File: src/rtl/text_writer_if.sv
// Byte-stream and VRAM write-port bundle for text_writer.
// master: byte source / observer side; slave: the writer itself.
interface text_writer_if;
  logic [7:0]  in_data;
  logic        in_valid;
  logic        in_ready;
  logic [10:0] vram_addr;
  logic [7:0]  vram_wdata;
  logic        vram_we;
  logic [5:0]  cursor_col;
  logic [4:0]  cursor_row;

  modport master (
    output in_data, in_valid,
    input  in_ready, vram_addr, vram_wdata, vram_we,
    input  cursor_col, cursor_row
  );

  modport slave (
    input  in_data, in_valid,
    output in_ready, vram_addr, vram_wdata, vram_we,
    output cursor_col, cursor_row
  );
endinterface

File: src/rtl/text_writer.sv
// Text-mode character writer: bytes in, VRAM writes and cursor out.
// Optional TEXT_WRITER_CLEARLINE_EN: clear destination row on line advance.
module text_writer #(
  parameter int COLS = 40,
  parameter int ROWS = 30
) (
  input logic         clk,
  input logic         reset,
  text_writer_if.slave bus
);

`ifdef TEXT_WRITER_CLEARLINE_EN
  typedef enum logic [1:0] {IDLE, CLRROW, CLRALL} state_t;
`else
  typedef enum logic [1:0] {IDLE, CLRALL} state_t;
`endif

  localparam logic [5:0] LASTCOL = 6'(COLS - 1);
  localparam logic [4:0] LASTROW = 5'(ROWS - 1);
  localparam logic [7:0] SPACE   = 8'h20;

  state_t      state, state_n;
  logic [5:0]  col, col_n;
  logic [4:0]  row, row_n, row_inc;
  logic [10:0] cnt, cnt_n;
  logic        we, we_n;
  logic [10:0] addr, addr_n;
  logic [7:0]  wdata, wdata_n;
  logic        is_print, is_cr, is_lf, is_bs, is_ff;
`ifdef TEXT_WRITER_CLEARLINE_EN
  logic        pend, pend_n;
`endif

  assign is_print = (bus.in_data >= 8'h20) && (bus.in_data <= 8'h7E);
  assign is_cr    = bus.in_data == 8'h0D;
  assign is_lf    = bus.in_data == 8'h0A;
  assign is_bs    = bus.in_data == 8'h08;
  assign is_ff    = bus.in_data == 8'h0C;
  assign row_inc  = (row == LASTROW) ? 5'd0 : row + 5'd1;

  assign bus.in_ready   = (state == IDLE) && !reset;
  assign bus.vram_addr  = addr;
  assign bus.vram_wdata = wdata;
  assign bus.vram_we    = we;
  assign bus.cursor_col = col;
  assign bus.cursor_row = row;

  // State register; clears abort on reset
  always_ff @(posedge clk or posedge reset) begin
    if (reset) state <= IDLE;
    else       state <= state_n;
  end

  // Cursor, clear counter and registered write port
  always_ff @(posedge clk or posedge reset) begin
    if (reset) begin
      col   <= '0;
      row   <= '0;
      cnt   <= '0;
      we    <= 1'b0;
      addr  <= '0;
      wdata <= '0;
`ifdef TEXT_WRITER_CLEARLINE_EN
      pend  <= 1'b0;
`endif
    end else begin
      col   <= col_n;
      row   <= row_n;
      cnt   <= cnt_n;
      we    <= we_n;
      addr  <= addr_n;
      wdata <= wdata_n;
`ifdef TEXT_WRITER_CLEARLINE_EN
      pend  <= pend_n;
`endif
    end
  end

  // Byte decode and clear sequencing; a clear issues its first
  // write on the entering edge, so the busy span equals the writes
  always_comb begin
    state_n = state;
    col_n   = col;
    row_n   = row;
    cnt_n   = cnt;
    we_n    = 1'b0;
    addr_n  = addr;
    wdata_n = wdata;
`ifdef TEXT_WRITER_CLEARLINE_EN
    pend_n  = pend;
`endif
    unique case (state)
      IDLE: begin
        if (bus.in_valid) begin
          unique case (1'b1)
            is_print: begin
              we_n    = 1'b1;
              addr_n  = {row, col};
              wdata_n = bus.in_data;
              if (col == LASTCOL) begin
                col_n = '0;
                row_n = row_inc;
`ifdef TEXT_WRITER_CLEARLINE_EN
                state_n = CLRROW;
                pend_n  = 1'b1;
                cnt_n   = '0;
`endif
              end else begin
                col_n = col + 6'd1;
              end
            end
            is_cr: col_n = '0;
            is_lf: begin
              row_n = row_inc;
`ifdef TEXT_WRITER_CLEARLINE_EN
              state_n = CLRROW;
              we_n    = 1'b1;
              addr_n  = {row_inc, 6'd0};
              wdata_n = SPACE;
              cnt_n   = '0;
`endif
            end
            is_bs: begin
              if (col != 6'd0) col_n = col - 6'd1;
            end
            is_ff: begin
              col_n   = '0;
              row_n   = '0;
              state_n = CLRALL;
              we_n    = 1'b1;
              addr_n  = '0;
              wdata_n = SPACE;
              cnt_n   = '0;
            end
            default: ;
          endcase
        end
      end
`ifdef TEXT_WRITER_CLEARLINE_EN
      CLRROW: begin
        if (pend) begin
          pend_n  = 1'b0;
          we_n    = 1'b1;
          addr_n  = {row, 6'd0};
          wdata_n = SPACE;
          cnt_n   = '0;
        end else if (cnt[5:0] == 6'h3F) begin
          state_n = IDLE;
        end else begin
          we_n    = 1'b1;
          addr_n  = {row, cnt[5:0] + 6'd1};
          wdata_n = SPACE;
          cnt_n   = cnt + 11'd1;
        end
      end
`endif
      CLRALL: begin
        if (cnt == 11'h7FF) begin
          state_n = IDLE;
        end else begin
          we_n    = 1'b1;
          addr_n  = cnt + 11'd1;
          wdata_n = SPACE;
          cnt_n   = cnt + 11'd1;
        end
      end
      default: state_n = IDLE;
    endcase
  end

endmodule

File: src/flat_wrapper.sv
// flat-port wrapper written by rule: the top's interface ports become plain ports
module text_writer_flat 
#(
  parameter int COLS = 40,
  parameter int ROWS = 30
)
  (clk, reset, bus_in_data, bus_in_valid, bus_in_ready, bus_vram_addr, bus_vram_wdata, bus_vram_we, bus_cursor_col, bus_cursor_row);
  text_writer_if bus_i ();
  input logic clk;
  input logic reset;
  input wire logic [$bits(bus_i.in_data)-1:0] bus_in_data;
  input wire logic [$bits(bus_i.in_valid)-1:0] bus_in_valid;
  output wire logic [$bits(bus_i.in_ready)-1:0] bus_in_ready;
  output wire logic [$bits(bus_i.vram_addr)-1:0] bus_vram_addr;
  output wire logic [$bits(bus_i.vram_wdata)-1:0] bus_vram_wdata;
  output wire logic [$bits(bus_i.vram_we)-1:0] bus_vram_we;
  output wire logic [$bits(bus_i.cursor_col)-1:0] bus_cursor_col;
  output wire logic [$bits(bus_i.cursor_row)-1:0] bus_cursor_row;
  assign bus_i.in_data = bus_in_data;
  assign bus_i.in_valid = bus_in_valid;
  assign bus_in_ready = bus_i.in_ready;
  assign bus_vram_addr = bus_i.vram_addr;
  assign bus_vram_wdata = bus_i.vram_wdata;
  assign bus_vram_we = bus_i.vram_we;
  assign bus_cursor_col = bus_i.cursor_col;
  assign bus_cursor_row = bus_i.cursor_row;
  text_writer #(.COLS(COLS), .ROWS(ROWS)) u_core (.clk(clk), .reset(reset), .bus(bus_i));
endmodule
File: config.mk
export PLATFORM = sky130hd
export DESIGN_NAME = text_writer_flat
export DESIGN_NICKNAME = d
export VERILOG_FILES = /design/src/rtl/text_writer_if.sv /design/src/rtl/text_writer.sv /design/src/flat_wrapper.sv
export SDC_FILE = /design/constraint.sdc
export NUM_CORES = 1
export LEC_CHECK = 0
export CAP_MARGIN = 20
export CORE_MARGIN = 2
export CORE_UTILIZATION = 41
export CTS_BUF_LIST = sky130_fd_sc_hd__clkbuf_2 sky130_fd_sc_hd__clkbuf_4 sky130_fd_sc_hd__clkbuf_8
export DETAILED_ROUTE_END_ITERATION = 6
export GPL_ROUTABILITY_DRIVEN = 0
export HOLD_SLACK_MARGIN = 0.12
export PLACE_DENSITY_LB_ADDON = 0.08
export SYNTH_ARGS = -nofsm -noshare
export SYNTH_HDL_FRONTEND = slang
export SYNTH_SLANG_ARGS = --single-unit
File: constraint.sdc
create_clock -name clk -period 2 [get_ports clk]
set_input_delay 0.4 -clock clk [delete_from_list [all_inputs] [get_ports clk]]
set_output_delay 0.4 -clock clk [all_outputs]
set_load 0.02 [all_outputs]
Yosys cells after proc, flatten, opt, wreduce, memory -nomap -nowiden
Cells that the tools add are included.
{"block": "totals", "out_inout_bits": 32, "ff_bits": 44, "input_bits": 11}
{"block": "classes", "reduce_logical": 15, "n_eq_ne": 15, "add_sub_neg": 4, "n_lt_le_gt_ge": 2, "muxes": 25}
{"cell": "$pmux W11 S2", "n": 3}
{"cell": "$mux W11", "n": 4}
{"cell": "$eq A8 B4 Y1 const B", "n": 4}
{"cell": "$pmux W8 S2", "n": 2}
{"cell": "$pmux W6 S3", "n": 1}
{"cell": "$mux W8", "n": 2}
{"cell": "$reduce_and A4 Y1", "n": 4}
{"cell": "$pmux W5 S3", "n": 1}
{"cell": "$mux W6", "n": 2}
{"cell": "$add A11 B1 Y11 const B", "n": 1}
{"cell": "$eq A11 B11 Y1 const B", "n": 1}
{"cell": "$mux W5", "n": 2}
{"cell": "$ge A8 B6 Y1 const B", "n": 1}
{"cell": "$le A8 B7 Y1 const B", "n": 1}
{"cell": "$ne A2 B2 Y1 const B", "n": 4}
{"cell": "$add A6 B1 Y6 const B", "n": 1}
{"cell": "$eq A6 B6 Y1 const B", "n": 1}
{"cell": "$mux W2", "n": 3}
{"cell": "$reduce_bool A3 Y1", "n": 2}
{"cell": "$reduce_bool A6 Y1", "n": 1}
{"cell": "$sub A6 B1 Y6 const B", "n": 1}
{"cell": "$add A5 B1 Y5 const B", "n": 1}
{"cell": "$eq A5 B5 Y1 const B", "n": 1}
{"cell": "$ne A2 B1 Y1 const B", "n": 2}
{"cell": "other kinds (11)", "n": 15}

Longest topological paths before layout
{"block": "depth", "word_depth": 6, "mapped_depth": 7, "depth_no_buf": 7}

Least setup slack after synthesis
OpenSTA, ideal clock, no wires.
{"block": "synth_path", "kind": "input-to-reg", "from": "in bus_in_data[1]", "to": "reg u_core.addr[5], in the netlist u_core.bus.vram_addr[5]", "setup_slack_ps": 85, "t_arrival_ps": 1790, "stages": 7, "cell_sequence": "buf_4 > and4bb_2 > and2_2 > nand2b_1 > a21oi_2 > buf_6 > mux2_2"}
{"block": "synth_via", "elab_chain_len": 5}
{"item": "start, declared", "line_no": "flat_wrapper.sv:11", "source": "input wire logic [$bits(bus_i.in_data)-1:0] bus_in_data;"}
{"item": "$ge A8 B6 Y1 / $le A8 B7 Y1 (equally long branches)", "line_no": "text_writer.sv:34", "source": "assign is_print = (bus.in_data >= 8'h20) && (bus.in_data <= 8'h7E);"}
{"item": "$logic_and A1 B1 Y1", "line_no": "text_writer.sv:34"}
{"item": "$pmux W11 S2", "line_no": "text_writer.sv:95", "source": "unique case (1'b1)"}
{"item": "$mux W11", "line_no": "text_writer.sv:94", "source": "if (bus.in_valid) begin"}
{"item": "$pmux W11 S2", "line_no": "text_writer.sv:92", "source": "unique case (state)"}
{"item": "end signal, assigned", "line_no": "text_writer.sv:71", "source": "addr <= addr_n;"}
{"item": "end, declared", "line_no": "text_writer.sv:27", "source": "logic [10:0] addr, addr_n;"}
Parallel ways exist; a longest one is shown, timed or not. The select of a mux whose other input is x is not followed.
A chain may end at the register's enable or synchronous reset.

Worst setup path after layout
{"block": "layout_path", "from": "reg u_core.state[0]", "to": "out bus_in_ready"}
{"block": "layout_via", "elab_chain_len": 2}
{"item": "start, declared", "line_no": "text_writer.sv:22", "source": "state_t state, state_n;"}
{"item": "start signal, assigned", "line_no": "text_writer.sv:51", "source": "else state <= state_n;"}
{"item": "$logic_not A2 Y1", "line_no": "text_writer.sv:41", "source": "assign bus.in_ready = (state == IDLE) && !reset;"}
{"item": "$logic_and A1 B1 Y1", "line_no": "text_writer.sv:41"}
{"item": "end, declared", "line_no": "flat_wrapper.sv:13", "source": "output wire logic [$bits(bus_i.in_ready)-1:0] bus_in_ready;"}
No other way between the ends.

==> flow_summary.json <==
{
  "first_iter_violations": 73,
  "max_freq_ghz": 0.523,
  "clock_latency_ps": 300,
  "maxCapViolCount": 0,
  "synth_flop_cell": "dfrtp_1",
  "powerDensity_nw_per_um2": 1030,
  "syn_area_per_cell_sq_um": 9.92,
  "swShare_pct": 37.8,
  "syn-num-nets": 279,
  "start_kind": "register",
  "r2r_slack_ps": 110,
  "synthDistinctLibCells": 64,
  "worstSetupEndpointType": "output port",
  "grt_pass1_vias": 2234,
  "area_growth_pct": 33.5,
  "ys_ff_latch": 43,
  "synth_common_cells": "43 x dfrtp_1, 24 x nand2_1, 20 x inv_1",
  "fillCellCount": 578,
  "yosys_warnings": 0,
  "tightest_slew_ps": 427,
  "synth-edff-count": 0,
  "p_sw_mw": 1.35,
  "cts.htree.levels": 2,
  "outcome": "complete, no violations",
  "holdBufCountCts": 0,
  "grt_pass1_wl_um": 10900,
  "routedWlPerCell_um": 15.8,
  "postSynth.asyncResetShare_pct": 100,
  "ys_seq_area_share_pct": 41.4,
  "cp-endpoint": "bus_in_ready",
  "dieArea_sq_um": 6990,
  "fin_cells": 416,
  "period_needed_ps": 1910,
  "crit_chain": "nor2_1 -> clkdlybuf4s50_1",
  "rsz0062_at_grt": "false",
  "cts_made_buffers": 5,
  "route.vias.total": 2242,
  "skew_ps": 7.06,
  "routed_via_density": 5.39,
  "die_h_um": 83.6,
  "synth_area_sq_um": 2600,
  "combPwrFrac_pct": 44.1,
  "final.setup.tns_ps": 0,
  "register_area_sq_um": 1080,
  "clockBufferDepth": 2,
  "cts.clk_slew.worst_paths_ps": 80,
  "min_period_over_period_pct": 95.7,
  "seqPwrFrac_pct": 38.3,
  "rows": 29,
  "dr.pass1.iters": 4,
  "max_slew_margin_pct": 71.3,
  "setup_viol": 0,
  "synthTopCellsByArea": "dfrtp_1 41%, mux2_2 6.5%, nand2_1 3.5%",
  "slowest_delay_ps": 600,
  "r2r-end": "u_core.bus.vram_addr[5]",
  "portBuffers": 42,
  "crit_slowest_cell": "clkdlybuf4s50_1",
  "vdd_drop_max_mv": 0.661,
  "die_w_um": 83.6,
  "yosysMostFrequentCell": "dfrtp_1",
  "nets": 355,
  "hold_viol_final": 0,
  "boundaryPins": 43,
  "cp-startpoint": "u_core.state[0]",
  "core_area_sq_um": 6240,
  "total_power_mw": 3.57,
  "multi_input_comb_area_sq_um": 1400,
  "crit_required_ps": 1600,
  "route.antenna.remaining_nets": 0,
  "grt_max_degree": 44,
  "cts-root-buf": "clkbuf_8",
  "dp_cells": 407,
  "slew_violations": 0,
  "drc_errors": 0,
  "reg2regPathDepth": 7,
  "dp_hpwl_um": 4930,
  "criticalPathCategory": "reg2out",
  "crit-reg2reg-launch": "u_core.cnt[1]",
  "wl_um": 6570,
  "synthCells": 262,
  "grt-ovfl-total": 0,
  "stdcell_area_sq_um": 3470,
  "synth_top_area_share_pct": 41.4,
  "grt_use_total_pct": 19.6,
  "yosysTopAreaCell": "dfrtp_1",
  "critPathMaxFanout": 10,
  "antenna_found_initial": 0,
  "initial_utilization_pct": 41.7,
  "diodes": 0,
  "clock_sinks": 43,
  "internal_power_mw": 2.22,
  "cp.arrival_ps": 1510,
  "hp-class": "in2async",
  "drive_gt1_share_pct": 24.5,
  "cts_tree": "yes",
  "postLayoutCoreUtil_pct": 55.6,
  "p_leak_nw": 1.57,
  "placed_cell_area_sq_um": 3360,
  "pwr-share-clk_pct": 17.6
}
through the flow:
step	hold WS, ps	worst slack, ps
floorplan	531	85.3
global placement	468	-387
detailed placement	483	-436
CTS	470	13.9
global route	515	2.61
finish	453	86.1
layout by cell type, fill, tap and decap left out, types with 5 or more instances in the layout:
master / synthesis / layout
nand2b_1: 7 / 7
dfrtp_1: 43 / 41
inv_1: 20 / 19
clkdlybuf4s50_1: 0 / 34
buf_4: 1 / 36
mux2_2: 15 / 15
a21o_1: 7 / 7
dlygate4sd2_1: 0 / 8
a21oi_1: 7 / 6
xnor2_1: 5 / 5
nand2_1: 24 / 24
nor2_1: 11 / 11
o21ai_0: 16 / 16
mux2i_1: 7 / 7
clkbuf_8: 0 / 7
ha_1: 6 / 5
nand3_1: 12 / 12
nor2b_1: 8 / 8
power by group through the flow:
stage / registers (mW) / clock network [mW] / logic (mW)
floorplan: 1.56 / 0 / 0.669
global placement: 1.38 / 0 / 1.56
detailed placement: 1.38 / 0 / 1.57
CTS: 1.36 / 0.644 / 1.58
global route: 1.40 / 0.683 / 1.71
finish: 1.37 / 0.629 / 1.57
routing by layer:
metal / up-vias / GRT usage, % / wire length (um)
li1: 1093 / - / -
met1: 1078 / 26.6 / 3150
met2: 61 / 31.7 / 3070
met3: 10 / 2.87 / 243
met4: 0 / 7.62 / 115
met5: - / 0 / 0
cell families after synthesis:
| logic type | count (synthesis) | synth area share, % |
|---|---|---|
| simple gates | 89 | 19.5 |
| compound gates | 62 | 18.2 |
| flops | 43 | 41.4 |
| buf+inv | 31 | 5.34 |
| mux | 24 | 10.3 |
| xor+xnor | 7 | 2.36 |
| fa+ha+maj | 6 | 2.89 |
worst max-delay path, delay by kind of cell, from the launching register on:
kind          cells  cell delay, ps
buf+inv           1             600
flops             1             490
simple gates      1             120
cell type report:
| type | count | share of cell area [%] |
|---|---|---|
| Inverter | 20 | 2.16 |
| Clock inverter | 1 | 0.216 |
| Tap cell | 77 | 2.77 |
| Sequential cell | 43 | 31.1 |
| Timing Repair Buffer | 80 | 20.8 |
| Clock buffer | 7 | 2.77 |
| Multi-Input combinational cell | 188 | 40.3 |
repair_timing:
item / in CTS / in global routing
setup buffers: 0 / 1
resized for setup: 8 / 5
pin swaps: 2 / 0
endpoints found under the setup margin: 28 / 23
flip-flops by register name, indices dropped and copies added, names as in the netlist:
signal,flops
u_core.bus.cursor_row,5
u_core.bus.vram_we,1
u_core.bus.vram_addr,11
u_core.bus.cursor_col,6
u_core.state,1
u_core.bus.vram_wdata,8
u_core.cnt,11
worst min-delay path by stage:
stage / startpoint / to / slack, ps / cells past startpoint
final: reset / u_core.cnt[9] / 450 / 3
after global routing: reset / u_core.bus.vram_addr[9] / 510 / 3
after CTS: reset / u_core.bus.vram_addr[9] / 470 / 3
after detailed placement: u_core.bus.vram_wdata[7] / u_core.bus.vram_wdata[7] / 480 / 1
after global placement: u_core.bus.vram_wdata[7] / u_core.bus.vram_wdata[7] / 470 / 1
after floorplan: u_core.cnt[1] / u_core.cnt[1] / 530 / 1
Note: power is estimated with default switching activity, not from simulation.
